<file path="src/rtl/wait_event_pkg.sv">
// Shared types for the wait-on-event responder: request modes, response
// status codes and FSM states.
package wait_event_pkg;

    localparam int MODE_W   = 3;
    localparam int STATUS_W = 2;

    typedef enum logic [MODE_W-1:0] {
        MODE_RISE  = 3'd0,
        MODE_FALL  = 3'd1,
        MODE_HIGH  = 3'd2,
        MODE_LOW   = 3'd3,
        MODE_MATCH = 3'd4
    } mode_e;

    typedef enum logic [STATUS_W-1:0] {
        ST_DONE    = 2'd0,
        ST_TIMEOUT = 2'd1,
        ST_BAD_REQ = 2'd2
    } status_e;

    typedef enum logic [1:0] {
        S_IDLE = 2'd0,
        S_ARM  = 2'd1,
        S_WAIT = 2'd2,
        S_RESP = 2'd3
    } state_e;

    // Codes 5-7 are reserved and rejected at accept time.
    function automatic logic mode_is_valid(input logic [MODE_W-1:0] m);
        return m <= MODE_MATCH;
    endfunction

endpackage

</file>
<file path="src/rtl/wait_cond_eval.sv">
// Combinational condition check for one wait request against the current
// and previous sample of the selected channel.
module wait_cond_eval
    import wait_event_pkg::*;
#(
    parameter int WAIT_WIDTH = 32,
    parameter int BIT_WIDTH  = 5
) (
    input  logic [WAIT_WIDTH-1:0] sample,
    input  logic [WAIT_WIDTH-1:0] prev,
    input  logic [MODE_W-1:0]     mode,
    input  logic [BIT_WIDTH-1:0]  bit_sel,
    input  logic [WAIT_WIDTH-1:0] value,
    input  logic [WAIT_WIDTH-1:0] mask,
    output logic                  cond_met
);

    logic cur_bit;
    logic prv_bit;

    assign cur_bit = sample[bit_sel];
    assign prv_bit = prev[bit_sel];

    always_comb begin
        cond_met = 1'b0;
        case (mode)
            MODE_RISE:  cond_met = !prv_bit && cur_bit;
            MODE_FALL:  cond_met = prv_bit && !cur_bit;
            MODE_HIGH:  cond_met = cur_bit;
            MODE_LOW:   cond_met = !cur_bit;
            MODE_MATCH: cond_met = ((sample & mask) == (value & mask));
            default:    cond_met = 1'b0;
        endcase
    end

endmodule

</file>
<file path="src/rtl/wait_event_responder.sv">
// One-at-a-time wait-on-event responder: captures a request, watches the
// selected channel and returns DONE, TIMEOUT or BAD_REQ with elapsed cycles.
module wait_event_responder
    import wait_event_pkg::*;
#(
    parameter int WAIT_SIZE  = 5,
    parameter int WAIT_WIDTH = 32,
    parameter int TMO_WIDTH  = 32,
    parameter int IDX_WIDTH  = (WAIT_SIZE > 1) ? $clog2(WAIT_SIZE) : 1,
    parameter int BIT_WIDTH  = (WAIT_WIDTH > 1) ? $clog2(WAIT_WIDTH) : 1
) (
    input  logic                                 clk,
    input  logic                                 rst_n,
    input  logic [WAIT_SIZE-1:0][WAIT_WIDTH-1:0] wait_signals,
    input  logic                                 req_valid,
    output logic                                 req_ready,
    input  logic [IDX_WIDTH-1:0]                 req_idx,
    input  logic [MODE_W-1:0]                    req_mode,
    input  logic [BIT_WIDTH-1:0]                 req_bit,
    input  logic [WAIT_WIDTH-1:0]                req_value,
    input  logic [WAIT_WIDTH-1:0]                req_mask,
    input  logic [TMO_WIDTH-1:0]                 req_timeout,
    output logic                                 rsp_valid,
    input  logic                                 rsp_ready,
    output logic [STATUS_W-1:0]                  rsp_status,
    output logic [TMO_WIDTH-1:0]                 rsp_cycles,
    output logic                                 busy
);

    typedef struct packed {
        logic [IDX_WIDTH-1:0]  idx;
        logic [MODE_W-1:0]     mode;
        logic [BIT_WIDTH-1:0]  bit_sel;
        logic [WAIT_WIDTH-1:0] value;
        logic [WAIT_WIDTH-1:0] mask;
        logic [TMO_WIDTH-1:0]  timeout;
    } req_t;

    state_e                state, state_n;
    req_t                  cap;
    logic [WAIT_WIDTH-1:0] sample;
    logic [WAIT_WIDTH-1:0] prev;
    logic [TMO_WIDTH-1:0]  cnt;
    logic [TMO_WIDTH-1:0]  cnt_inc;
    logic                  cond_met;
    logic                  timeout_hit;
    logic                  req_bad;
    logic                  accept;
    logic                  finish;
    status_e               fin_status;
    logic [TMO_WIDTH-1:0]  fin_cycles;
    status_e               status_q;
    logic [TMO_WIDTH-1:0]  cycles_q;

    // Only the captured index drives the mux, so a changing req_idx cannot
    // disturb a request in flight.
    always_comb begin
        sample = '0;
        for (int i = 0; i < WAIT_SIZE; i++) begin
            if (int'(cap.idx) == i) sample = wait_signals[i];
        end
    end

    wait_cond_eval #(
        .WAIT_WIDTH (WAIT_WIDTH),
        .BIT_WIDTH  (BIT_WIDTH)
    ) u_eval (
        .sample   (sample),
        .prev     (prev),
        .mode     (cap.mode),
        .bit_sel  (cap.bit_sel),
        .value    (cap.value),
        .mask     (cap.mask),
        .cond_met (cond_met)
    );

    assign cnt_inc     = (cnt == '1) ? cnt : cnt + 1'b1;
    assign timeout_hit = (cap.timeout != '0) && (cnt_inc == cap.timeout);
    assign req_bad     = (int'(req_idx) >= WAIT_SIZE) || !mode_is_valid(req_mode);

    always_ff @(posedge clk or negedge rst_n) begin
        if (!rst_n) state <= S_IDLE;
        else        state <= state_n;
    end

    always_comb begin
        state_n    = state;
        accept     = 1'b0;
        finish     = 1'b0;
        fin_status = ST_DONE;
        fin_cycles = cnt_inc;
        case (state)
            S_IDLE: begin
                if (req_valid) begin
                    accept = 1'b1;
                    if (req_bad) begin
                        state_n    = S_RESP;
                        finish     = 1'b1;
                        fin_status = ST_BAD_REQ;
                        fin_cycles = '0;
                    end else begin
                        state_n = S_ARM;
                    end
                end
            end
            S_ARM: state_n = S_WAIT;
            S_WAIT: begin
                // A condition seen on the timeout cycle still counts as DONE.
                if (cond_met) begin
                    state_n    = S_RESP;
                    finish     = 1'b1;
                    fin_status = ST_DONE;
                end else if (timeout_hit) begin
                    state_n    = S_RESP;
                    finish     = 1'b1;
                    fin_status = ST_TIMEOUT;
                end
            end
            S_RESP: begin
                if (rsp_ready) state_n = S_IDLE;
            end
            default: state_n = S_IDLE;
        endcase
    end

    always_ff @(posedge clk or negedge rst_n) begin
        if (!rst_n) begin
            cap      <= '0;
            prev     <= '0;
            cnt      <= '0;
            status_q <= ST_DONE;
            cycles_q <= '0;
        end else begin
            if (accept) begin
                cap.idx     <= req_idx;
                cap.mode    <= req_mode;
                cap.bit_sel <= req_bit;
                cap.value   <= req_value;
                cap.mask    <= req_mask;
                cap.timeout <= req_timeout;
            end
            // Seeding prev in ARM keeps the first WAIT cycle from seeing a
            // phantom edge against a stale sample.
            if (state == S_ARM) begin
                prev <= sample;
                cnt  <= '0;
            end else if (state == S_WAIT) begin
                prev <= sample;
                cnt  <= cnt_inc;
            end
            if (finish) begin
                status_q <= fin_status;
                cycles_q <= fin_cycles;
            end
        end
    end

    assign req_ready  = (state == S_IDLE);
    assign rsp_valid  = (state == S_RESP);
    assign busy       = (state != S_IDLE);
    assign rsp_status = status_q;
    assign rsp_cycles = cycles_q;

endmodule

</file>
<file path="config.mk">
export PLATFORM = sky130hd
export DESIGN_NAME = wait_event_responder
export DESIGN_NICKNAME = d
export VERILOG_FILES = /design/src/rtl/wait_event_pkg.sv /design/src/rtl/wait_cond_eval.sv /design/src/rtl/wait_event_responder.sv
export SDC_FILE = /design/constraint.sdc
export NUM_CORES = 1
export LEC_CHECK = 0
export BUFFER_PORTS_ARGS = -buffer_cell sky130_fd_sc_hd__buf_4
export CORE_MARGIN = 2
export CORE_UTILIZATION = 50
export CTS_CLUSTER_SIZE = 28
export DETAILED_ROUTE_END_ITERATION = 10
export HOLD_SLACK_MARGIN = 0.12
export PLACE_DENSITY = 0.78
export SLEW_MARGIN = 25
export SYNTH_ARGS = -nofsm -noshare
export SYNTH_HDL_FRONTEND = slang
export SYNTH_SLANG_ARGS = --single-unit
</file>
<file path="constraint.sdc">
create_clock -name clk -period 3.26 [get_ports clk]
set_clock_uncertainty 0.15 [all_clocks]
set_input_delay 0.326 -clock clk [delete_from_list [all_inputs] [get_ports clk]]
set_output_delay 0.326 -clock clk [all_outputs]
set_load 0.02 [all_outputs]
</file>
## Yosys cells after proc, flatten, opt, wreduce, memory -nomap -nowiden

Cells that the tools add are included.

| storage, ports and cells | value |
|---|---|
| bits in registers | 207 |
| output and inout port bits | 37 |
| input bits | 271 |
| word-level logic and storage cells | 84 |

| cells by class | value |
|---|---|
| reductions and logical operators | 14 |
| bitwise operators | 2 |
| magnitude comparators | 3 |
| muxes and demuxes | 36 |
| add/subtract/negate cells | 1 |
| equality and inequality tests | 17 |

Operators with widths:

| operator | number |
|---|---|
| 32-bit 2-to-1 mux | 13 |
| 32-bit bitwise AND | 2 |
| 32-bit equality test | 2 |
| 32-bit by 1-bit adder with 32-bit output (second input constant) | 1 |
| 32-bit equality test (second input constant) | 1 |
| 32-bit nonzero test | 1 |
| 2-bit 2-to-1 mux | 7 |
| 3-bit equality test (second input constant) | 4 |
| 1-bit binary-select mux with 5-bit select | 2 |
| 1-bit 2-to-1 mux | 10 |
| 3-bit by 2-bit equality test with 1-bit output (second input constant) | 3 |
| 2-bit case mux with 4 select lines | 1 |
| 3-bit zero test | 2 |
| 5-bit by 6-bit less-than comparator with 1-bit output (second input constant) | 1 |
| 1-bit case mux with 5 select lines | 1 |
| 2-bit equality test (second input constant) | 2 |
| 2-bit case mux with 2 select lines | 1 |
| 2-bit nonzero test | 2 |
| 3-bit by 1-bit equality test with 1-bit output (second input constant) | 1 |
| 3-bit greater-or-equal comparator (second input constant) | 1 |
| 3-bit <= comparator (second input constant) | 1 |
| 1-bit logical AND | 3 |
| 1-bit zero test | 3 |
| 3-bit inequality test (second input constant) | 1 |
| other kinds (7) | 7 |

## Longest topological paths before layout

| logic depth | value |
|---|---|
| word-level depth | 13 |
| gate-level depth with buffers | 14 |
| gate-level depth less buffers | 11 |

## Modules after synthesis

Synthesis repeated with hierarchy kept, for this count alone.

| unflattened totals | value |
|---|---|
| cell total of the unflattened synthesis | 1241 |
| area, all modules | 13180.1 µm² |

By module, submodules not included:

| module | cells each | seq. area each (µm²) | instances | area an instance (µm²) |
|---|---|---|---|---|
| wait_event_responder | 1109 | 5180.0 | 1 | 12079.1 |
| wait_cond_eval | 132 | 0.0 | 1 | 1101.1 |

## Worst setup path after synthesis

OpenSTA, ideal clock, no wires.

| timing path | value |
|---|---|
| path kind | reg2reg |
| from | reg cap[106] (netlist name) |
| to | reg cycles_q[10] (netlist: rsp_cycles[10]) |
| data required time | 3.031 ns |
| slack | 0.035 ns |
| setup time | 0.079 ns |
| stages on the path, launching flop included | 13 |
| buffers on the path | 3 |
| arrival | 2.996 ns |
| clock period less this slack | 3.225 ns |
| path through | dfrtp_1 buf_4 nor3b_2 buf_6 a222oi_1 mux2i_1 a221oi_2 a32oi_1 or3_1 a31o_1 o21ai_4 buf_12 mux2i_1 |

| on the way | value |
|---|---|
| word-level cells in the longest chain between the ends | 13 |
| elaborated cells on any way between the ends | 20 |
| classes of those cells | eq/ne (5); mux (10); bitwise (1); reduce/logical (4) |

RTL lines:

| what | line | RTL |
|---|---|---|
| start, declared | wait_event_responder.sv:40 | `req_t cap;` |
| 3-bit zero test | wait_event_responder.sv:60 | `if (int'(cap.idx) == i) sample = wait_signals[i];` |
| 32-bit 2-to-1 mux (4 in a row) | wait_event_responder.sv:60 |  |
| 32-bit 2-to-1 mux * | wait_event_responder.sv:60 |  |
| 1-bit binary-select mux with 5-bit select | wait_cond_eval.sv:21 | `assign cur_bit = sample[bit_sel];` |
| 1-bit 2-to-1 mux (not written as such) | wait_cond_eval.sv:21 |  |
| 1-bit zero test | wait_cond_eval.sv:28, wait_cond_eval.sv:30 |  |
| 1-bit logical AND | wait_cond_eval.sv:28 | `MODE_FALL: cond_met = prv_bit && !cur_bit;` |
| 1-bit case mux with 5 select lines * | wait_cond_eval.sv:26 | `case (mode)` |
| 1-bit 2-to-1 mux * | wait_event_responder.sv:109 | `if (cond_met) begin` |
| 1-bit case mux with 2 select lines * | wait_event_responder.sv:92 | `case (state)` |
| end signal, assigned | wait_event_responder.sv:153 | `cycles_q <= fin_cycles;` |
| end, declared | wait_event_responder.sv:53 | `logic [TMO_WIDTH-1:0] cycles_q;` |

Every way passes the cells marked *; elsewhere a longest branch is shown, timed or not. The select of a mux whose other input is x is not followed.
A chain may end at the register's enable or synchronous reset.

## Worst setup path after layout

| timing path | value |
|---|---|
| from | reg cap[104] (netlist name) |
| to | reg status_q[1] (netlist: rsp_status[1]) |

| on the way | value |
|---|---|
| word-level cells in the longest chain between the ends | 13 |
| elaborated cells on any way between the ends | 20 |
| classes of those cells | eq/ne (5); mux (10); bitwise (1); reduce/logical (4) |

RTL lines:

| what | line | RTL |
|---|---|---|
| 3-bit zero test | wait_event_responder.sv:60 |  |
| 32-bit 2-to-1 mux (4 in a row) | wait_event_responder.sv:60 |  |
| 32-bit 2-to-1 mux * | wait_event_responder.sv:60 |  |
| 1-bit binary-select mux with 5-bit select | wait_cond_eval.sv:21 |  |
| 1-bit 2-to-1 mux (not written as such) | wait_cond_eval.sv:21 |  |
| 1-bit zero test | wait_cond_eval.sv:28, wait_cond_eval.sv:30 |  |
| 1-bit logical AND | wait_cond_eval.sv:28 |  |
| 1-bit case mux with 5 select lines * | wait_cond_eval.sv:26 |  |
| 1-bit 2-to-1 mux * | wait_event_responder.sv:109 |  |
| 1-bit case mux with 2 select lines * | wait_event_responder.sv:92 |  |
| end signal, assigned | wait_event_responder.sv:152 | `status_q <= fin_status;` |
| end, declared | wait_event_responder.sv:52 | `status_e status_q;` |

Marks and branches as above.

==> reports/qor.csv <==
stage;metric;value;unit
run_status;outcome;finished with violations;
run_status;violations;negative setup slack;
placed_design;dp_slack;-0.9795;ns
timing;worst_slack;-0.4340;ns
logic_synthesis;synth_ff_type;dfrtp_1;
worst_setup_path;slowest_delay;0.57;ns
grt;grt_pass1_wl;87390;um
power_and_ir_drop;pwr-share-clk;14.1;%
power_and_ir_drop;finalPower;18.23;mW
placed_design;dp_cells;2169;
route;first_pass_iters;8;
power_and_ir_drop;pwr-share-seq;25.2;%
worst_setup_path;path_cells;buf_12 -> mux4_2 -> a22oi_2 -> buf_6 -> xnor2_2 -> and2_4 -> a2111oi_4 -> nand4_1 -> nor4_2 -> buf_4 -> a31o_4 -> o21ai_4 -> buf_6 -> buf_6 -> a21o_1;
worst_setup_path;cp_max_fo;4;
worst_hold_path;hold_class;primary input to flop;
clock_network;cts_root_buffer;clkbuf_16;
finish;fin_util;78.87;%
power_and_ir_drop;power.density;892.2;nW/um2
grt;grt_pass1_vias;14510;
floorplanning;start_util;50.49;%
placed_design;port_buffers;307;
worst_hold_path;holdCritStartpoint;wait_signals[142];
timing;fin_crit_sh;113.3;%
power_and_ir_drop;peakVddDrop;0.7166;mV
power_and_ir_drop;power_frac_comb;60.7;%
grt;track_usage;41.03;%
worst_setup_path;crit_top_cell;buf_6;
route;vias;14450;
logic_synthesis;synthDistinctLibCells;89;
clock_network;cts_tree;done;
route;drc;0;
power_and_ir_drop;internal-power;10.46;mW
route;drt_iter0_drc;1803;
worst_setup_path;critical_path_class;flop to flop;
route;ant_nets;0;
power_and_ir_drop;p_sw_share;42.64;%
logic_synthesis;ys_seq_area_share;39.59;%
route;wl_per_cell;25.20;um
timing;rsz0062_at_grt;true;
logic_synthesis;synth.net_count;1609;
timing;worst_pin_slew;0.9536;ns
power_and_ir_drop;p_switching;7.775;mW
logic_synthesis;ys_ff_latch;207;
timing;slew_headroom;36.43;%
floorplanning;rows;59;
route;routed_via_density;6.137;
worst_setup_path;critPathArrivalTime;3.96;ns
floorplanning;pin_count;308;
worst_setup_path;worst_ep_required_time;3.52;ns
timing;finalHoldViolCount;0;
logic_synthesis;avgSynthCellArea;9.815;um2
finish;fin_cells;2354;
floorplanning;core_area;25910;um2
finish;drive_above_1_share;45.29;%
logic_synthesis;yosys_warnings;0;
finish;fin_area;20440;um2
run;maxCapViolCount;0;
grt;antenna_found_initial;3;
power_and_ir_drop;p_leak;9.425;nW
clock_network;h-tree-depth;1;
worst_setup_path;critPathLaunchType;flop;
floorplanning;dieHeight;165.8;um
clock_network;cts_sinks;207;
route;detail_route.wirelength;59330;um
clock_network;insertion_delay;0.54;ns
logic_synthesis;synthesis.area;13080;um2
floorplanning;die-area;27480;um2
logic_synthesis;syn_inst;1333;
grt;grt_overflow_total;0;
clock_network;clk_pin_slew;0.07;ns
finish;area_growth;56.20;%
floorplanning;fp.dieW;165.8;um
clock_network;clk_path_buf_depth;3;
logic_synthesis;synthArstFlopShare;100.0;%
worst_setup_path;worst_path_max_delay_cell;mux4_2;
timing;max_freq;0.2707;GHz
worst_setup_path;rr_startpoint;cap[104]$_DFFE_PN0P_;
placed_design;dp_hpwl;40750;um
worst_setup_path;startpoint;cap[104]$_DFFE_PN0P_;
timing;setup_violations;36;
timing;maxSlewViolCount;0;
grt;grt_max_degree;101;
timing;fin_crit;3.694;ns
finish;final_nets;2278;
timing;timing.hold.ws;0.1389;ns
placed_design;gp_congestion;1.081;
logic_synthesis;synth_edf_count;0;
timing;fin_tns_setup;-13.27;ns
worst_setup_path;endpoint_kind;flop;
placed_design;place_area;17640;um2
clock_network;cts_inserted_buffers;22;
-- power groups by stage --
| stage | registers, mW | clock network (mW) | logic [mW] |
|---|---|---|---|
| 5_1_grt | 4.66 | 2.68 | 11.5 |
| 2_1_floorplan | 4.14 | 0 | 5.40 |
| 4_1_cts | 4.43 | 2.55 | 10.0 |
| 3_5_place_dp | 4.45 | 0 | 8.98 |
| 3_3_place_gp | 4.40 | 0 | 8.83 |
| 6_report | 4.59 | 2.58 | 11.1 |
-- repair_timing --
item | 4_1_cts | 5_1_grt
endpoints found under the setup margin | 36 | 36
buffers inserted | 21 | 7
hold buffers | 113 | 0
gates cloned | 5 | 1
pin swaps | 7 | 26
resized for setup | 69 | 62
hold endpoints to repair | 183 | 0
-- worst paths after layout --
| check | end | slack, ns | depth (start not counted) |
|---|---|---|---|
| min in group asynchronous | cap[104]$_DFFE_PN0P_ | 0.26 | 2 |
| setup / recovery | rsp_status[1]$_DFFE_PN0P_ | -0.43 | 15 |
| hold / removal | prev[14]$_DFFE_PN0P_ | 0.14 | 4 |
| setup reg to reg | rsp_status[1]$_DFFE_PN0P_ | -0.43 | 15 |
| hold reg to reg | rsp_status[1]$_DFFE_PN0P_ | 0.35 | 1 |
| max in group asynchronous | cap[61]$_DFFE_PN0P_ | 1.73 | 3 |
-- metal layers --
layer	GRT usage, %	vias to the layer above	wire length (um)
met1	55.98	7032	23590
met4	15.16	0	3280
met5	0	-	0
li1	-	6202	-
met3	11.58	240	6262
met2	62.66	972	26190
-- area by class of cell --
cell class                      instances  area, um2
Antenna cell                            3      7.507
Clock buffer                           28      593.1
Clock inverter                         10      117.6
Fill cell                            1612       5474
Inverter                               31      116.4
Multi-Input combinational cell        996       7740
Sequential cell                       207       5189
Tap cell                              335      419.2
Timing Repair Buffer                  744       6255
-- synthesized netlist by cell type (17+ instances only) --
master,n,area [um2]
a21oi_1,64,320.3
a22oi_1,19,142.6
buf_2,29,145.1
clkbuf_1,45,168.9
dfrtp_1,207,5180
inv_1,29,108.9
mux2_2,118,1329
mux2i_1,79,790.8
nand2_1,129,484.2
nand2b_1,17,106.4
nand3_1,24,120.1
nand4_1,22,137.6
nor2_1,88,330.3
o21ai_0,71,355.3
o22ai_1,19,118.9
xnor2_1,51,446.7
xor2_1,24,210.2
-- placed cells by master, fill, tap and decap left out, types with 22 or more instances in the layout --
master / instances
clkbuf_16: 23
mux2i_1: 73
dlygate4sd3_1: 113
inv_1: 29
xnor2_1: 42
mux2_2: 117
dfrtp_1: 200
nand3_1: 24
a21oi_1: 61
o21ai_0: 66
nand2_1: 128
xor2_1: 22
nand4_1: 22
nor2_1: 82
buf_4: 593
-- critical path: cells and delay by family (launching register included) --
| kind | cells | cell delay, ns |
|---|---|---|
| mux | 1 | 0.57 |
| xor+xnor | 1 | 0.11 |
| compound gates | 5 | 0.91 |
| flops | 1 | 0.47 |
| simple gates | 3 | 0.66 |
| buf+inv | 5 | 0.71 |
-- logic make-up (layout without fill, tap and decap cells) --
kind of cell | Yosys count | in the layout | share of synthesized area (%)
AND/OR/NAND/NOR | 418 | 418 | 16.88
AO/OA/AOI/OAI | 288 | 288 | 14.57
adder cells (fa/ha/maj) | 5 | 5 | 0.4781
buffers and inverters | 130 | 813 | 5.107
multiplexers | 210 | 210 | 18.35
flip-flops | 207 | 207 | 39.59
XOR/XNOR | 75 | 75 | 5.021
other | 0 | 3 | 0
-- state kept, by name (all words and copies together), names as in the netlist --
register and flops:
rsp_cycles 32, cap 107, prev 32, cnt 32, rsp_status 2, state 2
No activity file was read; power rests on OpenSTA's default activity.
